## src/rtl/wb_master_seq_if.sv

```systemverilog
`default_nettype none
// ============================================================================
// Module : wb_master_seq_if
// Brief  : Command/response handshake and classic Wishbone B4 master signals.
// Rev    : 1.0  initial release
// ============================================================================
interface wb_master_seq_if #(
    parameter int ADR_W = 30
);
    logic             cmd_valid;
    logic             cmd_ready;
    logic             cmd_we;
    logic [ADR_W-1:0] cmd_adr;
    logic [31:0]      cmd_dat;
    logic [3:0]       cmd_sel;

    logic             rsp_valid;
    logic             rsp_ready;
    logic [31:0]      rsp_dat;
    logic             rsp_err;
    logic             rsp_timeout;

    logic [ADR_W-1:0] wishbone_adr;
    logic [31:0]      wishbone_datwr;
    logic [31:0]      wishbone_datrd;
    logic [3:0]       wishbone_sel;
    logic             wishbone_cyc;
    logic             wishbone_stb;
    logic             wishbone_we;
    logic [2:0]       wishbone_cti;
    logic [1:0]       wishbone_bte;
    logic             wishbone_ack;
    logic             wishbone_err;

    modport master (
        input  cmd_valid, cmd_we, cmd_adr, cmd_dat, cmd_sel, rsp_ready,
               wishbone_datrd, wishbone_ack, wishbone_err,
        output cmd_ready, rsp_valid, rsp_dat, rsp_err, rsp_timeout,
               wishbone_adr, wishbone_datwr, wishbone_sel, wishbone_cyc,
               wishbone_stb, wishbone_we, wishbone_cti, wishbone_bte
    );

    modport slave (
        output cmd_valid, cmd_we, cmd_adr, cmd_dat, cmd_sel, rsp_ready,
               wishbone_datrd, wishbone_ack, wishbone_err,
        input  cmd_ready, rsp_valid, rsp_dat, rsp_err, rsp_timeout,
               wishbone_adr, wishbone_datwr, wishbone_sel, wishbone_cyc,
               wishbone_stb, wishbone_we, wishbone_cti, wishbone_bte
    );
endinterface
`default_nettype wire

```

## src/rtl/wb_master_seq.sv

```systemverilog
`default_nettype none
// ============================================================================
// Module : wb_master_seq
// Brief  : Single-command Wishbone B4 classic master with wait-state timeout.
// Rev    : 1.0  initial release
// ============================================================================
module wb_master_seq #(
    parameter int TIMEOUT = 255,
    parameter int ADR_W   = 30
) (
    input  logic            clk48_host,
    input  logic            reset,
    wb_master_seq_if.master bus
);
    localparam logic [1:0]  c_st_idle = 2'd0;
    localparam logic [1:0]  c_st_bus  = 2'd1;
    localparam logic [1:0]  c_st_resp = 2'd2;
    localparam logic [15:0] c_timeout = 16'(TIMEOUT);

    logic [1:0]       r_state;
    logic             r_cmd_ready;
    logic             r_cyc;
    logic             r_we;
    logic [ADR_W-1:0] r_adr;
    logic [31:0]      r_datwr;
    logic [3:0]       r_sel;
    logic [15:0]      r_wait;
    logic             r_rsp_valid;
    logic [31:0]      r_rsp_dat;
    logic             r_rsp_err;
    logic             r_rsp_timeout;

    always_ff @(posedge clk48_host or negedge reset) begin
        if (!reset) begin
            r_state       <= c_st_idle;
            r_cmd_ready   <= 1'b0;
            r_cyc         <= 1'b0;
            r_we          <= 1'b0;
            r_adr         <= '0;
            r_datwr       <= '0;
            r_sel         <= '0;
            r_wait        <= '0;
            r_rsp_valid   <= 1'b0;
            r_rsp_dat     <= '0;
            r_rsp_err     <= 1'b0;
            r_rsp_timeout <= 1'b0;
        end else begin
            case (r_state)
                c_st_idle: begin
                    // cmd_ready is registered so it stays low through reset
                    if (bus.cmd_valid && r_cmd_ready) begin
                        r_cmd_ready <= 1'b0;
                        r_we        <= bus.cmd_we;
                        r_adr       <= bus.cmd_adr;
                        r_datwr     <= bus.cmd_dat;
                        r_sel       <= bus.cmd_sel;
                        r_cyc       <= 1'b1;
                        r_wait      <= '0;
                        r_state     <= c_st_bus;
                    end else begin
                        r_cmd_ready <= 1'b1;
                    end
                end
                c_st_bus: begin
                    if (bus.wishbone_ack || bus.wishbone_err) begin
                        // err wins over a simultaneous ack and suppresses data
                        r_cyc         <= 1'b0;
                        r_rsp_dat     <= (bus.wishbone_err || r_we) ? 32'h0 : bus.wishbone_datrd;
                        r_rsp_err     <= bus.wishbone_err;
                        r_rsp_timeout <= 1'b0;
                        r_rsp_valid   <= 1'b1;
                        r_state       <= c_st_resp;
                    end else if (r_wait == c_timeout) begin
                        r_cyc         <= 1'b0;
                        r_rsp_dat     <= 32'h0;
                        r_rsp_err     <= 1'b0;
                        r_rsp_timeout <= 1'b1;
                        r_rsp_valid   <= 1'b1;
                        r_state       <= c_st_resp;
                    end else begin
                        r_wait <= r_wait + 16'd1;
                    end
                end
                c_st_resp: begin
                    if (bus.rsp_ready) begin
                        r_rsp_valid <= 1'b0;
                        r_cmd_ready <= 1'b1;
                        r_state     <= c_st_idle;
                    end
                end
                default: begin
                    r_cyc       <= 1'b0;
                    r_rsp_valid <= 1'b0;
                    r_cmd_ready <= 1'b0;
                    r_state     <= c_st_idle;
                end
            endcase
        end
    end

    assign bus.cmd_ready      = r_cmd_ready;
    assign bus.rsp_valid      = r_rsp_valid;
    assign bus.rsp_dat        = r_rsp_dat;
    assign bus.rsp_err        = r_rsp_err;
    assign bus.rsp_timeout    = r_rsp_timeout;
    assign bus.wishbone_adr   = r_adr;
    assign bus.wishbone_datwr = r_datwr;
    assign bus.wishbone_sel   = r_sel;
    assign bus.wishbone_we    = r_we;
    assign bus.wishbone_cyc   = r_cyc;
    assign bus.wishbone_stb   = r_cyc;
    assign bus.wishbone_cti   = 3'b000;
    assign bus.wishbone_bte   = 2'b00;
endmodule
`default_nettype wire

```

## src/flat_wrapper.sv

```systemverilog
// flat-port wrapper written by rule: the top's interface ports become plain ports
module wb_master_seq_flat 
#(
    parameter int TIMEOUT = 255,
    parameter int ADR_W   = 30
)
  (clk48_host, reset, bus_cmd_valid, bus_cmd_we, bus_cmd_adr, bus_cmd_dat, bus_cmd_sel, bus_rsp_ready, bus_wishbone_datrd, bus_wishbone_ack, bus_wishbone_err, bus_cmd_ready, bus_rsp_valid, bus_rsp_dat, bus_rsp_err, bus_rsp_timeout, bus_wishbone_adr, bus_wishbone_datwr, bus_wishbone_sel, bus_wishbone_cyc, bus_wishbone_stb, bus_wishbone_we, bus_wishbone_cti, bus_wishbone_bte);
  wb_master_seq_if #(.ADR_W(ADR_W)) bus_i ();
  input  logic clk48_host;
  input  logic reset;
  input wire logic [$bits(bus_i.cmd_valid)-1:0] bus_cmd_valid;
  input wire logic [$bits(bus_i.cmd_we)-1:0] bus_cmd_we;
  input wire logic [$bits(bus_i.cmd_adr)-1:0] bus_cmd_adr;
  input wire logic [$bits(bus_i.cmd_dat)-1:0] bus_cmd_dat;
  input wire logic [$bits(bus_i.cmd_sel)-1:0] bus_cmd_sel;
  input wire logic [$bits(bus_i.rsp_ready)-1:0] bus_rsp_ready;
  input wire logic [$bits(bus_i.wishbone_datrd)-1:0] bus_wishbone_datrd;
  input wire logic [$bits(bus_i.wishbone_ack)-1:0] bus_wishbone_ack;
  input wire logic [$bits(bus_i.wishbone_err)-1:0] bus_wishbone_err;
  output wire logic [$bits(bus_i.cmd_ready)-1:0] bus_cmd_ready;
  output wire logic [$bits(bus_i.rsp_valid)-1:0] bus_rsp_valid;
  output wire logic [$bits(bus_i.rsp_dat)-1:0] bus_rsp_dat;
  output wire logic [$bits(bus_i.rsp_err)-1:0] bus_rsp_err;
  output wire logic [$bits(bus_i.rsp_timeout)-1:0] bus_rsp_timeout;
  output wire logic [$bits(bus_i.wishbone_adr)-1:0] bus_wishbone_adr;
  output wire logic [$bits(bus_i.wishbone_datwr)-1:0] bus_wishbone_datwr;
  output wire logic [$bits(bus_i.wishbone_sel)-1:0] bus_wishbone_sel;
  output wire logic [$bits(bus_i.wishbone_cyc)-1:0] bus_wishbone_cyc;
  output wire logic [$bits(bus_i.wishbone_stb)-1:0] bus_wishbone_stb;
  output wire logic [$bits(bus_i.wishbone_we)-1:0] bus_wishbone_we;
  output wire logic [$bits(bus_i.wishbone_cti)-1:0] bus_wishbone_cti;
  output wire logic [$bits(bus_i.wishbone_bte)-1:0] bus_wishbone_bte;
  assign bus_i.cmd_valid = bus_cmd_valid;
  assign bus_i.cmd_we = bus_cmd_we;
  assign bus_i.cmd_adr = bus_cmd_adr;
  assign bus_i.cmd_dat = bus_cmd_dat;
  assign bus_i.cmd_sel = bus_cmd_sel;
  assign bus_i.rsp_ready = bus_rsp_ready;
  assign bus_i.wishbone_datrd = bus_wishbone_datrd;
  assign bus_i.wishbone_ack = bus_wishbone_ack;
  assign bus_i.wishbone_err = bus_wishbone_err;
  assign bus_cmd_ready = bus_i.cmd_ready;
  assign bus_rsp_valid = bus_i.rsp_valid;
  assign bus_rsp_dat = bus_i.rsp_dat;
  assign bus_rsp_err = bus_i.rsp_err;
  assign bus_rsp_timeout = bus_i.rsp_timeout;
  assign bus_wishbone_adr = bus_i.wishbone_adr;
  assign bus_wishbone_datwr = bus_i.wishbone_datwr;
  assign bus_wishbone_sel = bus_i.wishbone_sel;
  assign bus_wishbone_cyc = bus_i.wishbone_cyc;
  assign bus_wishbone_stb = bus_i.wishbone_stb;
  assign bus_wishbone_we = bus_i.wishbone_we;
  assign bus_wishbone_cti = bus_i.wishbone_cti;
  assign bus_wishbone_bte = bus_i.wishbone_bte;
  wb_master_seq #(.TIMEOUT(TIMEOUT), .ADR_W(ADR_W)) u_core (.clk48_host(clk48_host), .reset(reset), .bus(bus_i));
endmodule
```

## config.mk

```make
export PLATFORM = sky130hd
export DESIGN_NAME = wb_master_seq_flat
export DESIGN_NICKNAME = d
export VERILOG_FILES = /design/src/rtl/wb_master_seq_if.sv /design/src/rtl/wb_master_seq.sv /design/src/flat_wrapper.sv
export SDC_FILE = /design/constraint.sdc
export NUM_CORES = 1
export LEC_CHECK = 0
export ABC_AREA = 1
export ABC_CLOCK_PERIOD_IN_PS = 1950
export CORE_MARGIN = 5
export CORE_UTILIZATION = 63
export CTS_CLUSTER_DIAMETER = 40
export DETAILED_ROUTE_END_ITERATION = 10
export DONT_BUFFER_PORTS = 1
export GPL_ROUTABILITY_DRIVEN = 1
export PLACE_DENSITY_LB_ADDON = 0.1
export SLEW_MARGIN = 20
export SYNTH_ARGS = -nofsm -noshare
export SYNTH_HDL_FRONTEND = slang
export SYNTH_SLANG_ARGS = --single-unit
```

## constraint.sdc

```tcl
create_clock -name clk48_host -period 1.95 [get_ports clk48_host]
set_input_delay 0.195 -clock clk48_host [delete_from_list [all_inputs] [get_ports clk48_host]]
set_output_delay 0.195 -clock clk48_host [all_outputs]
set_load 0.02 [all_outputs]
```

==> impl_metrics.csv, run 1 <==
group,metric,value,unit
global_route,grtUsageMet3,11.6,%
die,initial_core_util,64.2,%
synthesis,synth_compound_area_share,2.44,%
global_route,grt_use_met1,36.2,%
pwr,clkPwrFrac,27.9,%
critical_path,critPathBufInv,1,
clock_network,path_clk_slew,60,ps
timing,rsz0062_at_grt,"false",
synthesis,synth_xor_area_share,0.839,%
critical_path,cpMaxStageDelayCell,"dlygate4sd3_1",
synthesis,synthesis.area,0.00522,mm2
synthesis,synth_area_leaders,"dfrtp_1 (58%), mux2_2 (10%), nand3_1 (7.7%), nand2_1 (6.9%), mux2_1 (4.1%)",
pwr,intPower,6.97,mW
synthesis,ys_types,32,
clock_network,clk_latency,510,ps
synthesis,ys_seq_area_share,58.5,%
job,cap_viol_max_count,0,
final_layout,finalNetCount,696,
timing,setup_tns,0,ps
synthesis,syn_avg_cell_area,10.9,um2
critical_path,crit_chain,"nor2_1, nand2_1, nor2_2, nand2_1, nand3_2, a21oi_1, dlygate4sd3_1",
die,die-area,0.0102,mm2
route,dr.pass1.iters,5,
synthesis,ys_warn_count,0,
synthesis,muxShareOfSynthArea,14.5,%
synthesis,synthMostInstantiatedCell,"dfrtp_1",
global_route,grt.overflow.total,0,
synthesis,syn_inst,478,
die,core_area,0.00813,mm2
place,place_inst,570,
die,die_y,101,um
pwr,comb_power_share,21.3,%
final_layout,fillerInstances,369,
synthesis,synth_seq_cells,122,
critical_path,worstPathArrival,2230,ps
synthesis,synth_top_area_share,58.5,%
pwr,switchingPower,4.89,mW
final_layout,final_cells,709,
critical_path,end_kind,"flip-flop",
timing,fin_skew,16.0,ps
critical_path,cp-start-kind,"flip-flop",
timing,period_needed,1850,ps
critical_path,crit_top_cell,"nand2_1",
route,dr.first_iter.drc_count,313,
timing,setup_viol,0,
final_layout,syn_to_final_growth,33.7,%
synthesis,synth_edf_count,0,
timing,fmax,542,MHz
clock_network,cts_root_buffer,"clkbuf_8",
pwr,p_leak,3.22,nW
clock_network,cts_made_buffers,17,
place,port_buffers,0,
place,gp_congestion,0.845,
clock_network,cts.sinks,122,
route,drt_wl_total,16000,um
clock_network,cts_tree,"built",
die,dieWidth,101,um
worst_hold_path,min_path_type,"primary input to asynchronous set/reset pin",
synthesis,synth_top_area_cell,"dfrtp_1",
route,wire_per_inst,22.5,um
critical_path,path_class,"flip-flop to flip-flop",
global_route,use_met2,56.2,%
critical_path,crit_path_max_incr_delay,550,ps
synthesis,synth_simple_gate_area_share,18.8,%
critical_path,cp_data_required_time,2330,ps
global_route,grt_first_pass_wirelength,24800,um
place,hpwl,8620,um
run_status,violations,"hold timing",
die,io_pins,215,
global_route,grt_pass1_vias,4611,
timing,drv_slew,0,
timing,period_share,94.7,%
synthesis,async_flop_share,100,%
global_route,busiest_layer,"met2",
global_route,grt_start_max_net_pins,123,
global_route,antenna_found_initial,1,
critical_path,critPathMaxFanout,7,
synthesis,synth_ff_type,"dfrtp_1",
die,row_count,33,
synthesis,synth-adder-area-share,0.240,%
synthesis,ys_top_cells_by_count,"dfrtp_1 (122), nand2_1 (96), nand3_1 (80), mux2_2 (48), nor2_1 (22)",
run_status,status,"complete, but fails checks",
global_route,grtUsageTotal,32.3,%
pwr,switching_share,41.3,%
pwr,p_per_area,1700,mW/mm2
route,ant_nets,0,
clock_network,cts_max_level,4,
final_layout,drive_gt1_share,17.9,%
synthesis,synth_top_family_by_area,"simple AND/OR/NAND/NOR gates",
timing,hold_slack,-616,ps
clock_network,cts_buffer_depth,2,
pwr,seqPwrFrac,50.8,%
timing,hold_viol,122,
route,vias,4218,
pwr,ir_drop,1.13,mV
final_layout,utilization,85.8,%
route,vias_per_cell,5.95,
route,drc,0,
clock_network,cts-hold-fix-buffers,104,
critical_path,crit_family,"simple AND/OR/NAND/NOR gates",
## final timing paths
kind	startpoint	to	slack [ps]	cells after the start
worst max-delay path	u_core.r_wait[8]$_DFFE_PN0P_	u_core.bus.wishbone_cyc$_DFFE_PN0P_	100	7
worst min-delay path	reset	u_core.bus.wishbone_adr[29]$_DFFE_PN0P_	-620	0
worst max register to register	u_core.r_wait[8]$_DFFE_PN0P_	u_core.bus.wishbone_cyc$_DFFE_PN0P_	100	7
worst min register to register	u_core.r_wait[15]$_DFFE_PN0P_	u_core.r_wait[15]$_DFFE_PN0P_	570	2
max in group asynchronous	reset	u_core.bus.wishbone_datwr[30]$_DFFE_PN0P_	2350	0
min in group clk48_host	bus_wishbone_ack	u_core.r_state[1]$_DFFE_PN0P_	110	3
## power by group through the flow
stage          combinational, mW  clock [mW]  sequential [mW]
4_1_cts                     2.35        3.27             5.95
5_1_grt                     2.78        3.45             6.15
6_report                    2.52        3.31             6.03
3_5_place_dp                2.16           0             5.96
2_1_floorplan               1.87           0             5.60
3_3_place_gp                2.04           0             5.96
## timing repair
action,CTS,global route
setup endpoints to repair,0,1
gates resized for setup,0,3
hold endpoints to repair,228,122
setup buffers,0,2
## area by class of cell
type,count,area [um2],area share (%)
sequential,122,3050,43.7
multi-input combinational,314,1960,28.1
timing repair buffer,117,1150,16.5
clock buffer,18,418,5.99
clock inverter,13,193,2.76
tap,105,131,1.88
inverter,18,67.6,0.968
antenna,2,5.00,0.0717
## sequential cells by signal, summed over array words and instances (netlist names)
register,cells
u_core.bus.rsp_valid,1
u_core.bus.wishbone_we,1
u_core.r_wait,16
u_core.r_state,2
u_core.bus.rsp_dat,32
u_core.bus.wishbone_cyc,1
u_core.bus.rsp_err,1
u_core.bus.wishbone_datwr,32
u_core.bus.wishbone_adr,30
u_core.bus.wishbone_sel,4
u_core.bus.rsp_timeout,1
u_core.bus.cmd_ready,1
## cell families (layout without fill, tap and decap cells)
group / after synthesis / count (layout)
buf+inv: 46 / 166
xor+xnor: 5 / 5
flops: 122 / 122
simple gates: 213 / 213
mux: 67 / 67
fa+ha+maj: 1 / 1
other cells: 1 / 7
compound gates: 23 / 23
## metrics by stage
stage,cell area (um2),total power [mW],setup slack [ps]
after floorplan,5240,7.47,534
after global placement,5290,7.99,311
after detailed placement,5290,8.12,232
after CTS,6940,11.6,15.8
after global routing,6980,12.4,8.18
final,6980,11.9,104
## worst reg2reg max path, cell delays in order, from the launching register on
cell and delay (ps):
dfrtp_1 470, nor2_1 140, nand2_1 70, nor2_2 190, nand2_1 100, nand3_2 130
a21oi_1 80, dlygate4sd3_1 550
## placed cells by master, fill, tap and decap left out, types with 3 or more instances in the layout
master	count
o21ai_0	6
clkbuf_16	16
inv_6	3
nor2_1	21
xor2_1	3
mux2_2	48
inv_1	16
dlygate4sd3_1	104
buf_4	12
nor2_2	3
nand3_2	3
conb_1	5
o21ai_1	10
mux2_1	19
clkinv_4	3
bufinv_16	4
dfrtp_1	122
nand3_1	80
nand2_1	96
## layer usage
metal / share of wire (%) / vias to the layer above
met1: 35 / 2064
met3: 10 / 41
met4: 2.7 / 0
met2: 52 / 286
met5: 0 / -
li1: - / 1827
(Power assumes the default switching activity.)
==> run 2: changes to the inputs <==
--- a/config.mk
+++ b/config.mk
@@ -6,7 +6,7 @@
 export NUM_CORES = 1
 export LEC_CHECK = 0
 export ABC_AREA = 1
-export ABC_CLOCK_PERIOD_IN_PS = 1950
+export ABC_CLOCK_PERIOD_IN_PS = 2000
 export CORE_MARGIN = 5
 export CORE_UTILIZATION = 63
 export CTS_CLUSTER_DIAMETER = 40
==> constraint.sdc (replaced) <==
create_clock -name clk48_host -period 2 [get_ports clk48_host]
set_input_delay 0.2 -clock clk48_host [delete_from_list [all_inputs] [get_ports clk48_host]]
set_output_delay 0.2 -clock clk48_host [all_outputs]
set_load 0.02 [all_outputs]
==> run 2 against run 1 <==
Compared with the run above: the flow still finishes with violations (hold timing); sequential power decreased by 3%; clock-buffer cell count unchanged; register-to-register slack improved by 30 ps; fmax decreased by 1.0%; non-clock buffer count decreased by 2; setup slack improved by 31 ps; wire length decreased by 5.2%; power decreased by 4.4%; cell count decreased by 0.28%; combinational power decreased by 4%; clock skew decreased by 5.2 ps.
==> impl_metrics.csv, run 2 (synthesis results as in run 1) <==
group,metric,value,unit
run_status,status,"complete, but fails checks",
run_status,violations,"hold timing",
timing,setup_tns,0,ps
timing,fin_ws,135,ps
clock_network,path_clk_slew,60,ps
timing,hold_slack,-614,ps
clock_network,cts_tree,"built",
global_route,grt.overflow.total,0,
clock_network,cts_buffer_depth,2,
place,gp_congestion,0.830,
route,drt_wl_total,15200,um
final_layout,utilization,85.3,%
job,cap_viol_max_count,0,
final_layout,mostFrequentLayoutCell,"dfrtp_1",
timing,drv_slew,0,
place,place_ws,281,ps
clock_network,cts.sinks,122,
critical_path,cp_data_required_time,2390,ps
die,io_pins,215,
pwr,p_per_area,1630,mW/mm2
timing,rsz0062_at_grt,"false",
final_layout,finalNetCount,694,
global_route,grt_first_pass_wirelength,23600,um
critical_path,path_class,"flip-flop to flip-flop",
die,initial_core_util,64.2,%
route,dr.pass1.iters,5,
route,vias_per_cell,5.80,
die,dieWidth,101,um
place,port_buffers,0,
timing,fin_skew,10.8,ps
pwr,power,11.3,mW
global_route,grt_pass1_vias,4448,
route,drc,0,
route,ant_nets,0,
clock_network,cts-hold-fix-buffers,104,
clock_network,cts_root_buffer,"clkbuf_8",
worst_hold_path,min_path_type,"primary input to asynchronous set/reset pin",
critical_path,cp-start-kind,"flip-flop",
critical_path,startpoint,"u_core.r_wait[1]$_DFFE_PN0P_",
global_route,grt_start_max_net_pins,123,
critical_path,ff2ff_setup_slack,140,ps
critical_path,worstReg2RegEnd,"u_core.bus.wishbone_cyc$_DFFE_PN0P_",
final_layout,final_cell_mix,"dfrtp_1 (122), dlygate4sd3_1 (104), nand2_1 (96)",
place,place_inst,569,
final_layout,drive_gt1_share,17.8,%
global_route,grtUsageTotal,30.5,%
route,vias,4104,
die,die-area,0.0102,mm2
die,core_area,0.00813,mm2
critical_path,rr_startpoint,"u_core.r_wait[1]$_DFFE_PN0P_",
critical_path,end_kind,"flip-flop",
die,die_y,101,um
route,dr.first_iter.drc_count,208,
timing,fmax,536,MHz
timing,period_share,93.2,%
final_layout,syn_to_final_growth,33.0,%
place,dpl_cell_area,0.00529,mm2
critical_path,worstPathArrival,2260,ps
timing,hold_viol,122,
pwr,p_leak,3.20,nW
die,row_count,33,
final_layout,final_cells,707,
global_route,antenna_found_initial,1,
clock_network,cts_made_buffers,17,
place,hpwl,8670,um
clock_network,clk_latency,510,ps
timing,setup_viol,0,
pwr,ir_drop,1.05,mV
clock_network,cts_max_level,4,
critical_path,critPathMaxFanout,5,
final_layout,finalInstanceArea,0.00694,mm2
timing,period_needed,1860,ps
critical_path,reg2reg_depth,7,
route,wire_per_inst,21.4,um
==> run 2: worst max path at each step <==
stage,slack (ps),end
global placement,360,u_core.bus.rsp_dat[3]$_DFFE_PN0P_
finish,140,u_core.bus.wishbone_cyc$_DFFE_PN0P_
floorplan,580,u_core.bus.rsp_dat[22]$_DFFE_PN0P_
detailed placement,280,u_core.bus.rsp_dat[9]$_DFFE_PN0P_
global route,30,u_core.bus.wishbone_cyc$_DFFE_PN0P_
CTS,70,u_core.bus.wishbone_cyc$_DFFE_PN0P_
==> run 2: what timing repair did <==
item	4_1_cts	5_1_grt
buffers inserted	0	1
endpoints found under the hold margin	228	122
endpoints found under the setup margin	0	1
resized for setup	0	2
==> run 2: cell type report <==
cell class	count	area, um2
tap	105	131
clock inverter	13	170
multi-input combinational	314	1950
sequential	122	3050
fill	375	1190
clock buffer	18	428
inverter	18	67.6
timing repair buffer	115	1140
antenna	2	5.00
==> run 2: critical path: stages (launching register included) <==
cell           delay (ps)
dfrtp_1               400
ha_2                  250
nand3_2               150
nor2_4                130
nand2_1                70
nand3_2               130
a21oi_1                80
dlygate4sd3_1         550
==> run 2: power breakdown <==
group	switching [mW]	internal, mW
sequential	2.29	3.56
combinational	1.23	1.18
clock	1.15	1.93
==> run 2: layer usage <==
| layer | GRT usage [%] | vias up | part of all wire, % |
|---|---|---|---|
| met5 | 0 | - | 0 |
| met4 | 11.2 | 0 | 1.9 |
| met3 | 9.55 | 30 | 9.4 |
| met2 | 54.1 | 231 | 54 |
| met1 | 34.4 | 2019 | 34 |
| li1 | - | 1824 | - |
